===== src/rtl/ps2_pkg.sv =====
// Shared definitions for the PS/2 host transmit path: sequencer states and
// the clock-edge numbering of a host-to-device frame.
package ps2_pkg;

   typedef enum logic [2:0] {
      IDLE,
      WAIT_RX,
      INHIBIT,
      RTS,
      SHIFT,
      ACK_WAIT,
      DONE
   } ps2_tx_state_t;

   localparam int FRAME_CLOCKS = 11;
   localparam int PARITY_EDGE  = 9;
   localparam int STOP_EDGE    = 10;
   localparam int ACK_EDGE     = 11;

   function automatic logic odd_parity(input logic [7:0] b);
      return ~^b;
   endfunction

endpackage


===== src/rtl/ps2_line_sync.sv =====
// Metastability synchroniser for one raw PS/2 pin plus a one-cycle pulse on
// each falling edge of the synchronised level.
module ps2_line_sync #(
   parameter int SYNC_STAGES = 2
) (
   input  logic clk,
   input  logic rst,
   input  logic line_in,
   output logic line_s,
   output logic fall
);

   logic [SYNC_STAGES-1:0] sync_p;
   logic                   line_prev;

   // Idle PS/2 lines float high, so resetting to 1 avoids a false edge.
   always_ff @(posedge clk) begin
      if (rst) begin
         sync_p    <= '1;
         line_prev <= 1'b1;
      end else begin
         sync_p    <= {sync_p[SYNC_STAGES-2:0], line_in};
         line_prev <= sync_p[SYNC_STAGES-1];
      end
   end

   assign line_s = sync_p[SYNC_STAGES-1];
   assign fall   = line_prev & ~line_s;

endmodule


===== src/rtl/ps2_host_tx_ctrl.sv =====
// Host-to-device PS/2 command sequencer: waits out any receive frame, inhibits
// the clock, requests to send, shifts the byte out and reports ACK/NACK/timeout.
module ps2_host_tx_ctrl
   import ps2_pkg::*;
#(
   parameter int INHIBIT_CYCLES = 1000,
   parameter int TIMEOUT_CYCLES = 200000,
   parameter int SYNC_STAGES    = 2
) (
   input  logic       clk,
   input  logic       rst,
   input  logic       cmd_valid,
   input  logic [7:0] cmd_data,
   output logic       cmd_ready,
   input  logic       rx_active,
   output logic       rx_hold,
   input  logic       ps2_clk_in,
   input  logic       ps2_data_in,
   output logic       ps2_clk_oe,
   output logic       ps2_data_oe,
   output logic       busy,
   output logic       done,
   output logic       ack_ok,
   output logic       err_nack,
   output logic       err_timeout
);

   localparam int INH_W = $clog2(INHIBIT_CYCLES + 1);
   localparam int TO_W  = $clog2(TIMEOUT_CYCLES + 1);
   localparam logic [INH_W-1:0] INH_LAST = INH_W'(INHIBIT_CYCLES - 1);
   localparam logic [TO_W-1:0]  TO_LAST  = TO_W'(TIMEOUT_CYCLES - 1);

   ps2_tx_state_t    state, state_n;
   logic [INH_W-1:0] inh_cnt;
   logic [TO_W-1:0]  to_cnt;
   logic [3:0]       bit_cnt, bit_cnt_n, edge_no;
   logic [7:0]       tx_byte;
   logic             tx_parity;
   logic             ack_seen, ack_seen_n;
   logic             data_oe_n, timed_out, timed_state, accept;
   logic             clk_s, clk_fall, data_s, data_fall_unused;

   ps2_line_sync #(.SYNC_STAGES(SYNC_STAGES)) u_clk_sync (
      .clk(clk), .rst(rst), .line_in(ps2_clk_in), .line_s(clk_s), .fall(clk_fall)
   );

   ps2_line_sync #(.SYNC_STAGES(SYNC_STAGES)) u_data_sync (
      .clk(clk), .rst(rst), .line_in(ps2_data_in), .line_s(data_s), .fall(data_fall_unused)
   );

   assign accept      = cmd_valid && cmd_ready;
   assign timed_state = (state == RTS) || (state == SHIFT) || (state == ACK_WAIT);
   assign edge_no     = bit_cnt + 4'd1;

   always_comb begin
      state_n    = state;
      bit_cnt_n  = bit_cnt;
      ack_seen_n = ack_seen;
      data_oe_n  = ps2_data_oe;
      timed_out  = 1'b0;
      if (timed_state && (to_cnt == TO_LAST)) begin
         // A stalled device must never wedge the port, even mid-edge.
         state_n   = DONE;
         timed_out = 1'b1;
      end else begin
         unique case (state)
            IDLE:     if (accept) state_n = WAIT_RX;
            WAIT_RX:  if (!rx_active) state_n = INHIBIT;
            INHIBIT:  if (inh_cnt == INH_LAST) begin
                         state_n   = RTS;
                         bit_cnt_n = '0;
                         data_oe_n = 1'b1;
                      end
            RTS:      state_n = SHIFT;
            SHIFT:    if (clk_fall) begin
                         bit_cnt_n = edge_no;
                         if (edge_no < 4'(PARITY_EDGE)) data_oe_n = ~tx_byte[bit_cnt[2:0]];
                         else if (edge_no == 4'(PARITY_EDGE)) data_oe_n = ~tx_parity;
                         else if (edge_no == 4'(STOP_EDGE)) data_oe_n = 1'b0;
                         else if (edge_no == 4'(ACK_EDGE)) begin
                            ack_seen_n = ~data_s;
                            state_n    = ACK_WAIT;
                         end
                      end
            ACK_WAIT: if (clk_s && data_s) state_n = DONE;
            DONE:     state_n = IDLE;
            default:  state_n = IDLE;
         endcase
      end
      if ((state_n != RTS) && (state_n != SHIFT)) data_oe_n = 1'b0;
   end

   always_ff @(posedge clk) begin
      if (rst) begin
         state       <= IDLE;
         inh_cnt     <= '0;
         to_cnt      <= '0;
         bit_cnt     <= '0;
         ack_seen    <= 1'b0;
         cmd_ready   <= 1'b1;
         rx_hold     <= 1'b0;
         ps2_clk_oe  <= 1'b0;
         ps2_data_oe <= 1'b0;
         busy        <= 1'b0;
         done        <= 1'b0;
         ack_ok      <= 1'b0;
         err_nack    <= 1'b0;
         err_timeout <= 1'b0;
      end else begin
         state       <= state_n;
         bit_cnt     <= bit_cnt_n;
         ack_seen    <= ack_seen_n;
         inh_cnt     <= (state == INHIBIT) ? inh_cnt + 1'b1 : '0;
         to_cnt      <= timed_state ? to_cnt + 1'b1 : '0;
         cmd_ready   <= (state_n == IDLE);
         busy        <= (state_n != IDLE);
         rx_hold     <= (state_n != IDLE) && (state_n != WAIT_RX);
         ps2_clk_oe  <= (state_n == INHIBIT);
         ps2_data_oe <= data_oe_n;
         done        <= (state_n == DONE);
         // Status flags persist until the next command is taken.
         if (accept) begin
            ack_ok      <= 1'b0;
            err_nack    <= 1'b0;
            err_timeout <= 1'b0;
         end else if (state_n == DONE) begin
            ack_ok      <= ~timed_out & ack_seen;
            err_nack    <= ~timed_out & ~ack_seen;
            err_timeout <= timed_out;
         end
      end
   end

   always_ff @(posedge clk) begin
      if (accept) begin
         tx_byte   <= cmd_data;
         tx_parity <= odd_parity(cmd_data);
      end
   end

endmodule

===== config.mk =====
export PLATFORM = sky130hd
export DESIGN_NAME = ps2_host_tx_ctrl
export DESIGN_NICKNAME = d
export VERILOG_FILES = /design/src/rtl/ps2_pkg.sv /design/src/rtl/ps2_line_sync.sv /design/src/rtl/ps2_host_tx_ctrl.sv
export SDC_FILE = /design/constraint.sdc
export NUM_CORES = 1
export LEC_CHECK = 0
export CAP_MARGIN = 20
export CORE_MARGIN = 5
export CORE_UTILIZATION = 53
export CTS_BUF_LIST = sky130_fd_sc_hd__clkbuf_4
export DETAILED_ROUTE_END_ITERATION = 6
export GPL_TIMING_DRIVEN = 0
export PLACE_DENSITY = 0.79
export SLEW_MARGIN = 20
export SYNTH_ARGS = -nofsm -noshare
export SYNTH_HDL_FRONTEND = slang
export SYNTH_SLANG_ARGS = --single-unit

===== constraint.sdc =====
create_clock -name clk -period 2.2 [get_ports clk]
set_clock_uncertainty 0.2 [all_clocks]
set_input_delay 0.44 -clock clk [delete_from_list [all_inputs] [get_ports clk]]
set_output_delay 0.44 -clock clk [all_outputs]
set_load 0.005 [all_outputs]

# After elaboration in Yosys (flattened, before gate mapping)
# Index checks and enable logic that the tools add are counted.
[totals]
rom_bits = 0
ff_bits = 59
in_bits = 14
latchBits = 0
n_memories = 0
output_inout_bits = 9
ram_bits = 0
[op_classes]
n_div = 0
n_shift = 0
n_addsub = 3
mul = 0
n_reduce_logical = 19
bitwise = 15
muxes = 23
n_eq_ne = 18
n_lt_le_gt_ge = 2
[op_table]
columns = ["op", "count"]
rows = [
  ["2-to-1 mux 3 bit", 10],
  ["adder 18 x 1 -> 18 bit, second input constant", 1],
  ["== test 18 bit, second input constant", 1],
  ["one-hot mux 3 bit (6 select lines)", 1],
  ["== test 4 bit, second input constant", 3],
  ["inverter 1 bit", 12],
  ["adder 10 x 1 -> 10 bit, second input constant", 1],
  ["== test 10 bit, second input constant", 1],
  ["== test 3 x 2 -> 1 bit, second input constant", 3],
  ["== test 3 bit, second input constant", 3],
  ["2-to-1 mux 4 bit", 2],
  ["one-hot mux 4 bit (2 select lines)", 1],
  ["OR reduction 2 bit", 4],
  ["XNOR reduction 8 bit", 1],
  ["2-to-1 mux 1 bit", 7],
  ["AND reduction 7 bit", 1],
  ["logical NOT 3 bit", 2],
  ["logical AND 1 bit", 5],
  ["AND reduction 5 bit", 1],
  ["adder 4 x 1 -> 4 bit, second input constant", 1],
  ["less-than comparator 3 x 4 -> 1 bit, second input constant", 1],
  ["less-than comparator 4 bit, second input constant", 1],
  ["!= test 2 bit, second input constant", 2],
  ["!= test 4 x 1 -> 1 bit, second input constant", 1],
  ["other kinds (11)", 14],
]

# Depth between registers and ports, before layout
# Gate-level depths: netlist of run 1.
[logic_depth]
depth_word = 12
ltp_mapped = 8

# Modules after synthesis
# A second synthesis of run 1 with hierarchy kept.
[unflattened]
cells_unflattened = 271
hier_area_um2 = 2668.8
[by_module_without_submodules]
columns = ["mod", "n_inst", "cells_per_inst", "area_each_um2"]
rows = [
  ["ps2_host_tx_ctrl", 1, 257, 2498.6],
  ["ps2_line_sync", 2, 7, 85.1],
]

# Worst setup path before layout of run 1
# Ideal clock, no wire load.
[synth_timing]
path_kind = "register to register"
startpoint = "register inh_cnt[0]"
endpoint = "register ps2_data_oe"
required_time_ps = 1882
path_buffers = 0
setup_ps = 118
setup_slack_ps = -217
stages_incl_launch_ff = 7
t_arrival_ps = 2099
path_cell_list = "dfxtp_1 -> ha_1 -> nand4b_1 -> or4_4 -> a22o_4 -> or4_1 -> o2111a_1"
[synth_via]
elab_chain_len = 7
word_cells_on_any_way = 10
classes_between = "eq/ne: 4; mux: 3; reduce/logical: 3"
[synth_rtl]
columns = ["item", "line", "text"]
rows = [
  ["from (decl)", "ps2_host_tx_ctrl.sv:34", "logic [INH_W-1:0] inh_cnt;"],
  ["from (signal assigned)", "ps2_host_tx_ctrl.sv:113", "inh_cnt <= (state == INHIBIT) ? inh_cnt + 1'b1 : '0;"],
  ["== test 10 bit *", "ps2_host_tx_ctrl.sv:69", "INHIBIT: if (inh_cnt == INH_LAST) begin"],
  ["2-to-1 mux 3 bit", "ps2_host_tx_ctrl.sv:69", ""],
  ["one-hot mux 3 bit (6 select lines)", "ps2_host_tx_ctrl.sv:66", "unique case (state)"],
  ["2-to-1 mux 3 bit", "ps2_host_tx_ctrl.sv:61", "if (timed_state && (to_cnt == TO_LAST)) begin"],
  ["!= test 3 x 2 -> 1 bit or != test 3 bit (tied branches)", "ps2_host_tx_ctrl.sv:90", "if ((state_n != RTS) && (state_n != SHIFT)) data_oe_n = 1'b0;"],
  ["logical AND 1 bit", "ps2_host_tx_ctrl.sv:90", ""],
  ["OR reduction 2 bit (no line)", "-", ""],
  ["to (signal assigned)", "ps2_host_tx_ctrl.sv:119", "ps2_data_oe <= data_oe_n;"],
  ["to (decl)", "ps2_host_tx_ctrl.sv:20", "output logic ps2_data_oe,"],
]
# Mark *: on every way between the ends. The rest lies on a longest branch, timed or not.
# A chain may end at the register's enable or synchronous reset.

# Worst setup path after layout of run 1
[layout_timing]
startpoint = "register state[1]"
endpoint = "register ps2_data_oe"
[layout_via]
elab_chain_len = 10
word_cells_on_any_way = 31
classes_between = "eq/ne: 10; mux: 12; bitwise: 1; reduce/logical: 8"
[layout_rtl]
columns = ["item", "line", "text"]
rows = [
  ["from (decl)", "ps2_host_tx_ctrl.sv:33", "ps2_tx_state_t state, state_n;"],
  ["from (signal assigned)", "ps2_host_tx_ctrl.sv:110", "state <= state_n;"],
  ["2-to-1 mux 3 bit", "ps2_host_tx_ctrl.sv:80", "else if (edge_no == 4'(ACK_EDGE)) begin"],
  ["2-to-1 mux 3 bit", "ps2_host_tx_ctrl.sv:79", "else if (edge_no == 4'(STOP_EDGE)) data_oe_n = 1'b0;"],
  ["2-to-1 mux 3 bit", "ps2_host_tx_ctrl.sv:78", "else if (edge_no == 4'(PARITY_EDGE)) data_oe_n = ~tx_parity;"],
  ["2-to-1 mux 3 bit", "ps2_host_tx_ctrl.sv:77", "if (edge_no < 4'(PARITY_EDGE)) data_oe_n = ~tx_byte[bit_cnt[2:0]];"],
  ["2-to-1 mux 3 bit", "ps2_host_tx_ctrl.sv:75", "SHIFT: if (clk_fall) begin"],
  ["one-hot mux 3 bit (6 select lines)", "ps2_host_tx_ctrl.sv:66", ""],
  ["2-to-1 mux 3 bit", "ps2_host_tx_ctrl.sv:61", ""],
  ["!= test 3 x 2 -> 1 bit or != test 3 bit (tied branches)", "ps2_host_tx_ctrl.sv:90", ""],
  ["logical AND 1 bit", "ps2_host_tx_ctrl.sv:90", ""],
  ["OR reduction 2 bit (no line)", "-", ""],
]
# Several ways; a longest one is shown, not always the timed one.

==> results.ini, run 1 <==
[clock_tree]
clkTransAtPathRegs_ns=0.11
clock_path_buffers=2
cts_made_buffers=9
cts_hold_repair.buffers=0
clkSinkCount=59
clock-root-buffer=sky130_fd_sc_hd__clkbuf_4
clk-insertion-delay-late_ns=0.39
htree_num_levels=3
tritoncts=yes

[floorplanning]
die_footprint_sq_um=6520
top_level_ports=23
start_util_pct=55.5
placementRows=25
core_region_area_sq_um=4790
fp.dieW_um=80.8
die_height_um=80.8

[sta]
finalSetupViolations=2
slew-limit-headroom_pct=53.4
fin_tns_setup_ns=-0.218
post-route-period-util_pct=107
max_clock_freq_ghz=0.427
hold_viol=0
timing_worst_slew_pin_value_ns=0.698
setup_repair_after_global_routing_missed_its_margin=yes
layout_min_cycle_time_ns=2.34
worst_slack_ns=-0.143
final-max-slew-violation-count=0

[critical_path]
cp_slowest_cell=sky130_fd_sc_hd__or4_4
worst_setup_path_end_kind=flip-flop
cell_family_contributing_the_most_delay_on_the_critical_path=simple AND/OR/NAND/NOR gates
worst-path-max-fanout=4
setup_slack_of_the_worst_register_to_register_path_ns=-0.14
cpPeakStageDelay_ns=0.45
worst_path_buffer_plus_inverter_count=0
worstPathCellList=or3b_4, or4_4, a22o_4, or4_1, o2111a_1
type_of_the_worst_setup_path=reg2reg
worst_r2r_path_depth=5
rr_startpoint=state[1]$_SDFF_PP0_
worstSetupStartpointType=flip-flop
cp_data_required_time_ns=2.28
critical_path_arrival_ns=2.43
regToRegEndpoint=ps2_data_oe$_SDFFE_PP0P_

[grt]
grt_util_all_layers_pct=17.5
first_global_vias=2018
antenna_found_initial=0
grt_max_degree=14
grt_first_pass_wirelength_um=8910
globalRouteOverflowTotal=0

[logic_synthesis]
yosys_warnings=0
synth.cell_area_sq_um=2660
synth_flop_cell=sky130_fd_sc_hd__dfxtp_1
synthTopCellsByCount=sky130_fd_sc_hd__dfxtp_1, sky130_fd_sc_hd__nor2_1, sky130_fd_sc_hd__nand3_1
netlist-cell-type-count=51
synthesis.instances=277
yosys-top-cells-area=sky130_fd_sc_hd__dfxtp_1, sky130_fd_sc_hd__edfxtp_1, sky130_fd_sc_hd__nor2_1
synth-edff-count=9
sequential_element_share_of_the_synthesized_area_pct=47.9
yosys_register_bits=59
synth_area_per_cell_sq_um=9.59
post_synthesis_cell_type_with_the_largest_combined_area=sky130_fd_sc_hd__dfxtp_1
synth_largest_type_area_fraction_pct=37.7
async_s_r_ff_share_synth_pct=0
net_count_synth=297
post-synth-top-count-cell=sky130_fd_sc_hd__dfxtp_1

[drt]
num_vias=2076
detail_route.wirelength_um=5060
detail_route.iter0.violations=68
route.detailed.drc=0
via_per_inst=5.34
route.antenna.remaining_nets=0
drt_first_pass_iters=4
detail_route.wl_per_cell_um=13.0

[cells_and_area]
layout-drive-gt1-share_pct=16.1
syn_to_final_growth_pct=21.9
final_core_util_pct=67.6
fin_nets=337
insertedDiodeCount=0
layout.filler_cells=371

[worst_hold_path]
hold_end=u_data_sync.sync_p[1]$_SDFF_PP1_
holdPathStages=1
min_from=u_data_sync.sync_p[0]$_SDFF_PP1_
hold_path.class=reg2reg

[pwr]
report.power.total_uw=2140
peakVddDrop_v=0.000696
power.static_leakage_uw=0.00116
power_density_nw_per_um2=663

[outcome]
status=complete, but fails checks
violations_in_the_final_reports=setup timing

[place]
dp_hpwl_um=3510
buffer_ports.inserted=22
gpl.final_weighted_congestion=0.881

[run]
max_cap_violations=0

[registers in the layout (all words and copies together) (netlist names)]
register,cells
ack_seen,1
ps2_clk_oe,1
cmd_ready,1
to_cnt,18
err_nack,1
tx_parity,1
u_clk_sync.line_prev,1
err_timeout,1
busy,1
ack_ok,1
done,1
u_data_sync.sync_p,2
rx_hold,1
state,3
tx_byte,8
inh_cnt,10
bit_cnt,4
u_clk_sync.sync_p,2
ps2_data_oe,1
[kinds of logic after synthesis]
family	count (synthesis)	share of synthesized area [%]
simple gates	125	24.9
flops	59	47.9
compound gates	34	9.00
xor+xnor	30	9.90
buf+inv	17	2.73
mux	6	2.78
fa+ha+maj	6	2.83
[worst reg2reg max path: stages (launching register included)]
cell	delay (ns)
sky130_fd_sc_hd__dfxtp_4	0.39
sky130_fd_sc_hd__or3b_4	0.38
sky130_fd_sc_hd__or4_4	0.45
sky130_fd_sc_hd__a22o_4	0.28
sky130_fd_sc_hd__or4_1	0.40
sky130_fd_sc_hd__o2111a_1	0.13
[routing by layer]
layer | GRT usage (%) | vias up | wire [um]
li1 | - | 1054 | -
met1 | 22.4 | 979 | 2430
met2 | 28.4 | 34 | 2370
met3 | 4.43 | 9 | 172
met4 | 6.76 | 0 | 85
met5 | 0 | - | 0
[placed cells by master (no fill, tap or decap), types with 10 or more instances in the layout]
cell and count:
sky130_fd_sc_hd__dfxtp_1 45, sky130_fd_sc_hd__clkbuf_4 10, sky130_fd_sc_hd__and3_1 10, sky130_fd_sc_hd__a21oi_1 11, sky130_fd_sc_hd__nand2_1 13, sky130_fd_sc_hd__xor2_1 14, sky130_fd_sc_hd__nand3_1 16, sky130_fd_sc_hd__clkdlybuf4s50_1 22
sky130_fd_sc_hd__nor2_1 38, sky130_fd_sc_hd__xnor2_1 16
[repair_timing]
| action | CTS | global route |
|---|---|---|
| endpoints found under the hold margin | 0 | 0 |
| pin swaps | 4 | 3 |
| endpoints found under the setup margin | 15 | 16 |
| buffers inserted | 5 | 4 |
| gates resized for setup | 4 | 20 |
[cell type report]
type	instances	area (sq um)	area share, %
Clock inverter	6	80.1	2.47
Clock buffer	10	75.1	2.32
Inverter	6	22.5	0.696
Multi-Input combinational cell	201	1360	42.0
Timing Repair Buffer	30	284	8.78
Tap cell	67	83.8	2.59
Buffer	10	47.5	1.47
Sequential cell	59	1280	39.6
[through the flow]
stage               instance area (sq um)  hold slack [ns]  cells  worst slack [ns]
floorplan                            2660            0.189    277            -0.179
global placement                     2960            0.193    366            -0.291
detailed placement                   2960            0.195    366            -0.310
CTS                                  3170            0.218    387            -0.196
global route                         3240            0.233    389            -0.206
finish                               3240            0.217    389            -0.143
[report_power, final]
part | switching, uW | internal [uW]
clock | 380 | 466
combinational | 63.2 | 86.8
sequential | 17.2 | 1130
total | 460 | 1680
[worst max-delay path by stage]
stage	slack (ns)	cells past startpoint	to	startpoint
6_report	-0.14	5	ps2_data_oe$_SDFFE_PP0P_	state[1]$_SDFF_PP0_
5_1_grt	-0.21	8	ack_seen$_SDFFE_PP0P_	bit_cnt[0]$_SDFFE_PP0P_
4_1_cts	-0.20	6	ps2_data_oe$_SDFFE_PP0P_	state[1]$_SDFF_PP0_
3_5_place_dp	-0.31	6	cmd_ready$_SDFF_PP1_	cmd_valid
3_3_place_gp	-0.29	6	cmd_ready$_SDFF_PP1_	cmd_valid
2_1_floorplan	-0.18	6	ps2_data_oe$_SDFFE_PP0P_	state[1]$_SDFF_PP0_
Power figures use the tool's default switching activity.
==> run 2, diff against run 1 <==
--- a/config.mk
+++ b/config.mk
@@ -7,11 +7,10 @@
 export LEC_CHECK = 0
 export CAP_MARGIN = 20
 export CORE_MARGIN = 5
-export CORE_UTILIZATION = 53
-export CTS_BUF_LIST = sky130_fd_sc_hd__clkbuf_4
+export CORE_UTILIZATION = 51
 export DETAILED_ROUTE_END_ITERATION = 6
 export GPL_TIMING_DRIVEN = 0
-export PLACE_DENSITY = 0.79
+export PLACE_DENSITY = 0.77
 export SLEW_MARGIN = 20
 export SYNTH_ARGS = -nofsm -noshare
 export SYNTH_HDL_FRONTEND = slang
==> run 2 against run 1 <==
  * The flow still finishes with violations (setup timing)
  * Power grew 12%
  * Critical endpoint unchanged
  * Final cell count up 1.5%
  * Register-to-register slack better by 0.04 ns
  * Hold slack worse by 0.0081 ns
  * Maximum frequency grew 1.9%
  * Clock power increased by 29%
  * Design area increased by 3.6%
  * Count of clock-buffer cells in the layout up 2
  * Sequential cell count unchanged
==> results.ini, run 2 (synthesis results as in run 1) <==
[floorplanning]
die_height_um=82.2  ; was 80.8 um
core_region_area_sq_um=5070  ; was 4790 sq um
top_level_ports=23  ; unchanged
fp.dieW_um=82.2  ; was 80.8 um
start_util_pct=52.3  ; was 55.5%
die_footprint_sq_um=6750  ; was 6520 sq um
placementRows=26  ; was 25

[drt]
via_per_inst=5.26  ; was 5.34
detail_route.wl_per_cell_um=13.5  ; was 13.0 um
num_vias=2076  ; unchanged
route.antenna.remaining_nets=0  ; unchanged
detail_route.wirelength_um=5330  ; was 5060 um
route.detailed.drc=0  ; unchanged
detail_route.iter0.violations=73  ; was 68
drt_first_pass_iters=4  ; unchanged

[critical_path]
setup_slack_of_the_worst_register_to_register_path_ns=-0.10  ; was -0.14 ns
worst_path_buffer_plus_inverter_count=0  ; unchanged
type_of_the_worst_setup_path=reg2reg  ; unchanged
worst_setup_path_end_kind=flip-flop  ; unchanged
worst-path-max-fanout=5  ; was 4
cp_slowest_cell=sky130_fd_sc_hd__or4_4  ; unchanged
worst_setup_path_endpoint=ps2_data_oe$_SDFFE_PP0P_  ; unchanged
rr_startpoint=state[0]$_SDFF_PP0_  ; was state[1]$_SDFF_PP0_
critical_path_arrival_ns=2.34  ; was 2.43 ns
worstSetupStartpointType=flip-flop  ; unchanged
cell_family_contributing_the_most_delay_on_the_critical_path=simple AND/OR/NAND/NOR gates  ; unchanged
worstPathCellList=or3b_4, or4_4, a22o_4, or4_4, o2111a_1  ; was or3b_4, or4_4, a22o_4, or4_1, o2111a_1
worst-path-stages=5  ; unchanged
cpPeakStageDelay_ns=0.45  ; about the same
cpMostUsedCell=sky130_fd_sc_hd__or4_4
regToRegEndpoint=ps2_data_oe$_SDFFE_PP0P_  ; unchanged
timing.critical_path.from=state[0]$_SDFF_PP0_  ; was state[1]$_SDFF_PP0_
worst_r2r_path_depth=5  ; unchanged
cp_data_required_time_ns=2.24  ; was 2.28 ns

[outcome]
status=complete, but fails checks  ; unchanged
violations_in_the_final_reports=setup timing  ; unchanged

[cells_and_area]
insertedDiodeCount=0  ; unchanged
layout-drive-gt1-share_pct=17.5  ; was 16.1%
fin_nets=340  ; was 337
final_core_util_pct=66.1  ; was 67.6%
layout.filler_cells=422  ; was 371
mostFrequentLayoutCell=sky130_fd_sc_hd__dfxtp_1  ; unchanged
max_flop_register=to_cnt  ; unchanged
syn_to_final_growth_pct=26.2  ; was 21.9%
largest_register_ff_count=18  ; unchanged
mostFrequentLayoutCells=sky130_fd_sc_hd__dfxtp_1, sky130_fd_sc_hd__nor2_1, sky130_fd_sc_hd__clkdlybuf4s50_1  ; unchanged
reg_top3=to_cnt (18), inh_cnt (10), tx_byte (8)  ; unchanged
stdcell_count=395  ; was 389

[clock_tree]
clock-root-buffer=sky130_fd_sc_hd__clkbuf_8  ; was sky130_fd_sc_hd__clkbuf_4
clkSinkCount=59  ; unchanged
clk-insertion-delay-late_ns=0.34  ; was 0.39 ns
cts_made_buffers=9  ; unchanged
clkTransAtPathRegs_ns=0.07  ; was 0.11 ns
tritoncts=yes  ; unchanged
cts_hold_repair.buffers=0  ; unchanged
clock_path_buffers=2  ; unchanged
htree_num_levels=3  ; unchanged

[run]
max_cap_violations=0  ; unchanged

[sta]
final-max-slew-violation-count=0  ; unchanged
finalSetupViolations=2  ; unchanged
slew-limit-headroom_pct=67.9  ; was 53.4%
worst_slack_ns=-0.100  ; was -0.143 ns
max_clock_freq_ghz=0.435  ; was 0.427 GHz
fin_tns_setup_ns=-0.113  ; was -0.218 ns
timing_worst_slew_pin_value_ns=0.474  ; was 0.698 ns
layout_min_cycle_time_ns=2.30  ; was 2.34 ns
post-route-period-util_pct=105  ; was 107%
setup_repair_after_global_routing_missed_its_margin=yes  ; unchanged
fin_worst_hold_slack_ns=0.209  ; was 0.217 ns
hold_viol=0  ; unchanged

[place]
dp_hpwl_um=3460  ; was 3510 um
buffer_ports.inserted=22  ; unchanged
placedCellCount=369  ; was 366
gpl.final_weighted_congestion=0.885  ; was 0.881

[grt]
antenna_found_initial=0  ; unchanged
grt_met2_use_pct=29.4  ; was 28.4%
grt_max_degree=14  ; unchanged
grt_util_all_layers_pct=17.7  ; was 17.5%
global_route.usage.met1_pct=20.5  ; was 22.4%
globalRouteOverflowTotal=0  ; unchanged
first_global_vias=2046  ; was 2,018
grtUsageMet3_pct=5.64  ; was 4.43%
grt.busiest_layer=met2  ; unchanged
grt_first_pass_wirelength_um=9010  ; was 8910 um

[pwr]
peakVddDrop_v=0.000507  ; was 0.000696 V
power.static_leakage_uw=0.00121  ; was 0.00116 uW
power_density_nw_per_um2=713  ; was 663 nW/um^2

[worst_hold_path]
hold_path.class=reg2reg  ; unchanged

-- run 2: through the flow --
step	power (uW)	instance area, sq um	setup WS (ns)
after floorplan	1250	2660	-0.179
after global placement	1310	2970	-0.292
after detailed placement	1310	2970	-0.318
after CTS	2410	3270	-0.111
after global routing	2480	3350	-0.143
final	2390	3350	-0.100
-- run 2: timing repair --
action	CTS	global route
gates cloned	0	0
gates resized for setup	10	16
pin swaps	4	5
setup endpoints to repair	15	17
setup buffers	6	5
-- run 2: worst min path at each step --
stage	to	cells past startpoint	slack [ns]	startpoint
5_1_grt	u_clk_sync.sync_p[1]$_SDFF_PP1_	1	0.22	u_clk_sync.sync_p[0]$_SDFF_PP1_
4_1_cts	u_clk_sync.sync_p[1]$_SDFF_PP1_	1	0.21	u_clk_sync.sync_p[0]$_SDFF_PP1_
2_1_floorplan	u_clk_sync.sync_p[1]$_SDFF_PP1_	1	0.19	u_clk_sync.sync_p[0]$_SDFF_PP1_
3_5_place_dp	u_data_sync.sync_p[1]$_SDFF_PP1_	1	0.20	u_data_sync.sync_p[0]$_SDFF_PP1_
6_report	u_clk_sync.sync_p[1]$_SDFF_PP1_	1	0.21	u_clk_sync.sync_p[0]$_SDFF_PP1_
3_3_place_gp	u_data_sync.sync_p[1]$_SDFF_PP1_	1	0.19	u_data_sync.sync_p[0]$_SDFF_PP1_
-- run 2: power by group --
part	internal [uW]	switching (uW)
clock	669	417
combinational	92.0	69.2
sequential	1130	13.5
-- run 2: cell type report --
class                           count  area, sq um  share of cell area (%)
Multi-Input combinational cell    201         1370                    40.8
Sequential cell                    59         1290                    38.4
Timing Repair Buffer               33          319                    9.52
Clock buffer                       12          145                    4.33
Tap cell                           70         87.6                    2.61
Clock inverter                      4         73.8                    2.20
Buffer                             10         51.3                    1.53
Inverter                            6         22.5                   0.672
-- run 2: worst register-to-register path, cell delays in order, from the launching register on --
cell	delay [ns]
sky130_fd_sc_hd__dfxtp_4	0.36
sky130_fd_sc_hd__or3b_4	0.37
sky130_fd_sc_hd__or4_4	0.45
sky130_fd_sc_hd__a22o_4	0.28
sky130_fd_sc_hd__or4_4	0.40
sky130_fd_sc_hd__o2111a_1	0.13
-- run 2: per-layer routing --
metal | vias up | part of all wire [%] | wire length, um
met5 | - | 0 | 0
li1 | 1053 | - | -
met3 | 8 | 5.6 | 296
met4 | 0 | 1.8 | 94
met1 | 971 | 45 | 2380
met2 | 44 | 48 | 2560
==> run 3, diff against run 2 <==
--- a/config.mk
+++ b/config.mk
@@ -5,6 +5,7 @@
 export SDC_FILE = /design/constraint.sdc
 export NUM_CORES = 1
 export LEC_CHECK = 0
+export ABC_AREA = 0
 export CAP_MARGIN = 20
 export CORE_MARGIN = 5
 export CORE_UTILIZATION = 51
==> results of run 3 <==
Same layout as run 2: the final DEF is identical, and so are final timing and power.
